--- config.mk ---
export PLATFORM = sky130hd
export DESIGN_NAME = io_input_device
export DESIGN_NICKNAME = d
export VERILOG_FILES = /design/src/rtl/io_input_device.sv
export SDC_FILE = /design/constraint.sdc
export NUM_CORES = 1
export LEC_CHECK = 0
export BUFFER_PORTS_ARGS = -buffer_cell sky130_fd_sc_hd__buf_2
export CORE_UTILIZATION = 40
export CTS_CLUSTER_SIZE = 25
export DETAILED_ROUTE_END_ITERATION = 7
export PLACE_DENSITY = 0.7
export RECOVER_POWER = 25
export REMOVE_ABC_BUFFERS = 1
export SETUP_SLACK_MARGIN = 0.1
export SLEW_MARGIN = 30
export SYNTH_ARGS = -nofsm -noshare
export SYNTH_HDL_FRONTEND = slang
export SYNTH_SLANG_ARGS = --single-unit
--- constraint.sdc ---
create_clock -name clk -period 3 [get_ports clk]
set_input_delay 0.45 -clock clk [delete_from_list [all_inputs] [get_ports clk]]
set_output_delay 0.45 -clock clk [all_outputs]
set_load 0.02 [all_outputs]
--- src/rtl/io_input_device.sv ---
// Memory-mapped pushbutton/switch input device: synchronizes and debounces KEY and SW,
// exposes DATA/CTRL registers per group and a level interrupt.
module io_input_device #(
  parameter int unsigned      DBITS           = 32,
  parameter int unsigned      DEBOUNCE_CYCLES = 500000,
  parameter logic [DBITS-1:0] KDATA_ADDR      = DBITS'(32'hF0000010),
  parameter logic [DBITS-1:0] KCTRL_ADDR      = DBITS'(32'hF0000110),
  parameter logic [DBITS-1:0] SDATA_ADDR      = DBITS'(32'hF0000014),
  parameter logic [DBITS-1:0] SCTRL_ADDR      = DBITS'(32'hF0000114)
) (
  input  logic             clk,
  input  logic             reset,
  input  logic [DBITS-1:0] addr,
  input  logic             isLoad,
  input  logic             isStore,
  input  logic [DBITS-1:0] wrData,
  input  logic [3:0]       KEY,
  input  logic [9:0]       SW,
  output logic [DBITS-1:0] rdData,
  output logic             rdValid,
  output logic             irq
);

  localparam int unsigned     CNT_W   = $clog2(DEBOUNCE_CYCLES + 1);
  localparam logic [CNT_W-1:0] CNT_MAX = CNT_W'(DEBOUNCE_CYCLES);

  logic [3:0]       key_meta_q, key_sync_q, key_cand_q, key_cand_d, key_deb_q, key_deb_d;
  logic [9:0]       sw_meta_q, sw_sync_q, sw_cand_q, sw_cand_d, sw_deb_q, sw_deb_d;
  logic [CNT_W-1:0] key_cnt_q, key_cnt_d, sw_cnt_q, sw_cnt_d;
  logic             key_evt_c, sw_evt_c;

  logic             key_rdy_q, key_rdy_d, key_ovr_q, key_ovr_d, key_ie_q, key_ie_d;
  logic             sw_rdy_q, sw_rdy_d, sw_ovr_q, sw_ovr_d, sw_ie_q, sw_ie_d;
  logic [DBITS-1:0] rd_data_q, rd_data_d;
  logic             rd_valid_q, rd_valid_d, irq_q, irq_d;

  logic             ld_c, rd_hit_c, kdata_rd_c, sdata_rd_c, kctrl_wr_c, sctrl_wr_c;
  logic [DBITS-1:0] rd_val_c;
  logic [3:0]       key_pressed_c;
  logic             unused_wrdata_c;

  assign unused_wrdata_c = ^{wrData[DBITS-1:9], wrData[7:2], wrData[0]};

  // KEY debouncer: an event fires on the edge the stable count reaches its limit
  always_comb begin
    key_cand_d = key_cand_q;
    key_cnt_d  = key_cnt_q;
    key_evt_c  = 1'b0;
    if (key_sync_q != key_cand_q) begin
      key_cand_d = key_sync_q;
      key_cnt_d  = '0;
    end else begin
      if (key_cnt_q != CNT_MAX) key_cnt_d = key_cnt_q + CNT_W'(1);
      key_evt_c = (key_cnt_d == CNT_MAX) && (key_cand_q != key_deb_q);
    end
    key_deb_d = key_evt_c ? key_cand_q : key_deb_q;
  end

  // SW debouncer
  always_comb begin
    sw_cand_d = sw_cand_q;
    sw_cnt_d  = sw_cnt_q;
    sw_evt_c  = 1'b0;
    if (sw_sync_q != sw_cand_q) begin
      sw_cand_d = sw_sync_q;
      sw_cnt_d  = '0;
    end else begin
      if (sw_cnt_q != CNT_MAX) sw_cnt_d = sw_cnt_q + CNT_W'(1);
      sw_evt_c = (sw_cnt_d == CNT_MAX) && (sw_cand_q != sw_deb_q);
    end
    sw_deb_d = sw_evt_c ? sw_cand_q : sw_deb_q;
  end

  // Bus decode and read mux; a simultaneous store suppresses the load entirely
  always_comb begin
    ld_c          = isLoad & ~isStore;
    key_pressed_c = ~key_deb_q;
    rd_hit_c      = 1'b1;
    rd_val_c      = '0;
    if (addr == KDATA_ADDR) begin
      rd_val_c = DBITS'(key_pressed_c);
    end else if (addr == KCTRL_ADDR) begin
      rd_val_c = DBITS'({key_ie_q, 6'b0, key_ovr_q, key_rdy_q});
    end else if (addr == SDATA_ADDR) begin
      rd_val_c = DBITS'(sw_deb_q);
    end else if (addr == SCTRL_ADDR) begin
      rd_val_c = DBITS'({sw_ie_q, 6'b0, sw_ovr_q, sw_rdy_q});
    end else begin
      rd_hit_c = 1'b0;
    end
    kdata_rd_c = ld_c & (addr == KDATA_ADDR);
    sdata_rd_c = ld_c & (addr == SDATA_ADDR);
    kctrl_wr_c = isStore & (addr == KCTRL_ADDR);
    sctrl_wr_c = isStore & (addr == SCTRL_ADDR);
    rd_valid_d = ld_c & rd_hit_c;
    rd_data_d  = rd_valid_d ? rd_val_c : '0;
  end

  // Status/control; an event always wins over a same-edge read clear or overrun clear
  always_comb begin
    key_rdy_d = key_evt_c | (key_rdy_q & ~kdata_rd_c);
    key_ovr_d = key_ovr_q;
    if (kctrl_wr_c && !wrData[1]) key_ovr_d = 1'b0;
    if (key_evt_c && key_rdy_q && !kdata_rd_c) key_ovr_d = 1'b1;
    key_ie_d  = kctrl_wr_c ? wrData[8] : key_ie_q;

    sw_rdy_d  = sw_evt_c | (sw_rdy_q & ~sdata_rd_c);
    sw_ovr_d  = sw_ovr_q;
    if (sctrl_wr_c && !wrData[1]) sw_ovr_d = 1'b0;
    if (sw_evt_c && sw_rdy_q && !sdata_rd_c) sw_ovr_d = 1'b1;
    sw_ie_d   = sctrl_wr_c ? wrData[8] : sw_ie_q;

    irq_d     = (key_ie_d & key_rdy_d) | (sw_ie_d & sw_rdy_d);
  end

  always_ff @(posedge clk or negedge reset) begin
    if (!reset) begin
      key_meta_q <= 4'hF;
      key_sync_q <= 4'hF;
      key_cand_q <= 4'hF;
      key_deb_q  <= 4'hF;
      key_cnt_q  <= '0;
      sw_meta_q  <= '0;
      sw_sync_q  <= '0;
      sw_cand_q  <= '0;
      sw_deb_q   <= '0;
      sw_cnt_q   <= '0;
      key_rdy_q  <= 1'b0;
      key_ovr_q  <= 1'b0;
      key_ie_q   <= 1'b0;
      sw_rdy_q   <= 1'b0;
      sw_ovr_q   <= 1'b0;
      sw_ie_q    <= 1'b0;
      rd_data_q  <= '0;
      rd_valid_q <= 1'b0;
      irq_q      <= 1'b0;
    end else begin
      key_meta_q <= KEY;
      key_sync_q <= key_meta_q;
      key_cand_q <= key_cand_d;
      key_deb_q  <= key_deb_d;
      key_cnt_q  <= key_cnt_d;
      sw_meta_q  <= SW;
      sw_sync_q  <= sw_meta_q;
      sw_cand_q  <= sw_cand_d;
      sw_deb_q   <= sw_deb_d;
      sw_cnt_q   <= sw_cnt_d;
      key_rdy_q  <= key_rdy_d;
      key_ovr_q  <= key_ovr_d;
      key_ie_q   <= key_ie_d;
      sw_rdy_q   <= sw_rdy_d;
      sw_ovr_q   <= sw_ovr_d;
      sw_ie_q    <= sw_ie_d;
      rd_data_q  <= rd_data_d;
      rd_valid_q <= rd_valid_d;
      irq_q      <= irq_d;
    end
  end

  assign rdData  = rd_data_q;
  assign rdValid = rd_valid_q;
  assign irq     = irq_q;

endmodule

==> key figures <==
Power and ir drop
  • Switching Fraction: 23.7%
  • Peak supply drop: 408 uV
  • Sequential power share: 55.0%
  • Clock power share: 40.1%
  • LEAKAGE: 2.72 nW
  • Comb power frac: 4.9%
  • Net switching power figure: 0.674 mW
  • Internal: 2.17 mW
  • Power per standard cell area: 460 nW/um2

Critical path
  • RR Endpoint: sw_deb_q[9]$_DFFE_PN0P_
  • Setup crit start kind: flop
  • Crit-path most repeated cell: nand4_1
  • Worst R2R Start: sw_cnt_q[1]$_DFF_PN0_
  • Crit end category: flop
  • Data arrival, critical path: 3030 ps
  • Slowest stage cell on the critical path: dfrtp_1
  • Worst Path Max Fanout: 11
  • Reg2Reg Setup Slack: 210 ps
  • Crit-path cells: inv_1 > ha_1 > nor4b_4 > nand4_1 > or3_4 > mux2i_1 > nand4_1 > nor3_4 > buf_12 > mux2_1
  • R2r worst-path depth: 10
  • Critical Path RT: 3240 ps
  • Crit path launch: sw_cnt_q[1]$_DFF_PN0_
  • Critical path class: flop to flop
  • Slowest stage delay, CP: 440 ps

Synth
  • Most frequent cell after synthesis: dfrtp_1
  • Netlist cell types: 68
  • Sequential share of the synthesized area: 51.5%
  • Post-synthesis average cell area: 10.8 um2
  • Synth area leaders: dfrtp_1, dfstp_2, xor2_1
  • Syn. warnings: 0
  • Synthesis-stage register bit count: 112
  • Ys async rst share: 100%
  • Synthesized area: 5480 um2
  • Area fraction of the dominant cell type after synthesis: 43.8%
  • Syn Inst Count: 508
  • Post-synth EDFFs: 0
  • Post-synth top cells: dfrtp_1, nor2_1, xor2_1
  • Yosys top cell by area: dfrtp_1
  • Main flop type after synthesis: dfrtp_1

Placement
  • DP Wirelength: 7.46 mm
  • Routability cong.: 0.827
  • Dpl cells: 727
  • PortBufs: 63

Clock network
  • # Post-CTS Setup Buffers: 0
  • H-Tree Depth: 3
  • Worst skew pair latency: 350 ps
  • Clock Tree Root: clkbuf_16
  • CTS max path bufs: 2
  • CTS tree: built
  • CTS buffer count: 9
  • CTS clock-pin slew for the worst setup and hold paths: 80 ps
  • Clock sink total: 112

GRT
  • Largest net degree at the start of global routing: 65
  • Vias in the first global route: 3691
  • First-pass GRT wire length: 17.7 mm
  • Gr usage total: 15.8%
  • Grt ovf: 0
  • Initial antenna violation count: 0

Floorplan
  • Core area: 13300 um2
  • Die width: 119 um
  • Row count: 42
  • Initial Util: 41.2%
  • Die H: 119 um
  • Full die area: 14200 um2
  • Io pins: 116

STA
  • Final setup vio count: 0
  • Final hold vios: 0
  • Final worst path period need: 2790 ps
  • RSZ-0062 raised after global routing: false
  • Slew at the pin closest to its max-slew limit: 1240 ps
  • Final Cycle Share: 93.1%
  • Clk_skew: 8.98 ps
  • Worst slew margin: 17.6%
  • Max-slew violation count: 0
  • FMAX: 358 MHz

Worst hold path
  • Hold crit path type: input pin to flop
  • Hold path startpoint: KEY[3]
  • Worst hold path cell count: 1
  • Hold endpoint: key_meta_q[3]$_DFF_PN1_

Run status
  • Status: finished, final reports clean

Routing
  • DR DRC count: 0
  • Vias per inst: 5.03
  • Initial DRC count: 247
  • DRT antenna net count: 0
  • Routed vias: 3740
  • Final WL: 10.5 mm
  • TritonRoute pass-1 iters: 4
  • DR WL/cell: 14.1 um

Cells and area
  • Final #Nets: 648
  • Final core occ: 46.5%
  • Filler cell count: 1197
  • Layout Area Growth over Synthesis: 12.8%
  • Non-Filler Instances: 743
  • Share of cells above drive strength 1: 23.5%
  • Diode count: 0

Run
  • Max Cap Viol: 0
[layout make-up]
| class | count | area, um2 | area share, % |
|---|---|---|---|
| timing repair buffer | 74 | 423 | 6.83 |
| inverter | 14 | 52.6 | 0.849 |
| clock inverter | 6 | 47.5 | 0.768 |
| multi-input combinational | 351 | 2390 | 38.7 |
| clock buffer | 10 | 229 | 3.70 |
| tap | 176 | 220 | 3.56 |
| sequential | 112 | 2820 | 45.6 |
[how the worst max path moves through the flow]
stage | endpoint | cells past startpoint
finish | sw_deb_q[9]$_DFFE_PN0P_ | 10
detailed placement | sw_deb_q[9]$_DFFE_PN0P_ | 10
global placement | sw_deb_q[9]$_DFFE_PN0P_ | 10
CTS | sw_deb_q[9]$_DFFE_PN0P_ | 10
global route | key_deb_q[3]$_DFFE_PN1P_ | 9
floorplan | sw_deb_q[9]$_DFFE_PN0P_ | 9
[per-stage QoR]
step                hold WS (ps)  setup WS, ps  TNS [ps]  instance area, um2  total power, mW
global placement             331           206         0                5900             1.73
finish                       192           208         0                6190             2.85
CTS                          145           172         0                6180             2.87
detailed placement           335           145         0                5900             1.74
floorplan                    154         -32.0     -41.7                5260             1.65
global route                 181           102         0                6190             2.95
[layout by cell type (no fill, tap or decap), types with 4 or more instances in the layout]
cell	synthesis	layout
a21oi_1	14	14
and2_1	7	7
buf_2	1	62
buf_4	23	9
clkbuf_16	0	9
conb_1	1	22
dfrtp_1	96	96
dfstp_1	0	4
dfstp_2	16	12
ha_1	4	4
inv_1	14	14
inv_6	0	4
mux2_2	5	5
mux2_4	9	9
mux2i_1	8	8
nand2_1	18	18
nand2b_1	4	4
nand3_1	18	18
nand4_1	19	19
nor2_1	56	56
nor2b_1	7	7
nor3_1	7	7
nor4_1	12	12
nor4b_1	4	4
o21ai_0	12	12
or3_1	6	5
xnor2_1	30	30
xor2_1	32	32
[timing repair]
item / in CTS / in global routing
gates resized for setup: 1 / 1
pin swaps: 0 / 2
endpoints found under the setup margin: 2 / 10
hold buffers: 0 / 0
cloned: 0 / 0
[critical path: cells and delay by family, from the launching register on]
kind | cells | cell delay, ps
adder cells (fa/ha/maj) | 1 | 150
buffers and inverters | 2 | 280
flip-flops | 1 | 440
multiplexers | 2 | 580
AND/OR/NAND/NOR | 5 | 1230
[layer usage]
| metal | vias to the layer above | share of wire, % | wire length (um) | GRT usage, % |
|---|---|---|---|---|
| met5 | - | 0 | 0 | 0 |
| met4 | 0 | 1.6 | 172 | 6.09 |
| met3 | 11 | 5.5 | 573 | 3.74 |
| met2 | 118 | 45 | 4710 | 24.1 |
| met1 | 1801 | 48 | 5040 | 21.6 |
| li1 | 1810 | - | - | - |
[cell families after synthesis]
logic type | count (synthesis) | share of synthesized area, %
fa+ha+maj | 4 | 0.913
mux | 24 | 5.36
xor+xnor | 62 | 9.90
other cells | 1 | 0.0684
buf+inv | 66 | 6.53
flops | 112 | 51.5
compound gates | 50 | 6.00
simple gates | 189 | 19.8
[state kept, by name, indices dropped and copies added (netlist names), 4 cells and up]
name / count
key_cnt_q: 19
sw_cnt_q: 19
rdData: 10
sw_cand_q: 10
sw_deb_q: 10
sw_meta_q: 10
sw_sync_q: 10
key_cand_q: 4
key_deb_q: 4
key_meta_q: 4
key_sync_q: 4
[power by group through the flow]
stage / clock (mW) / combinational (mW) / sequential, mW
floorplan: 0 / 0.0629 / 1.59
global placement: 0 / 0.139 / 1.59
detailed placement: 0 / 0.142 / 1.60
CTS: 1.16 / 0.142 / 1.57
global route: 1.22 / 0.157 / 1.57
finish: 1.14 / 0.139 / 1.57
No activity file was read; power rests on OpenSTA's default activity.
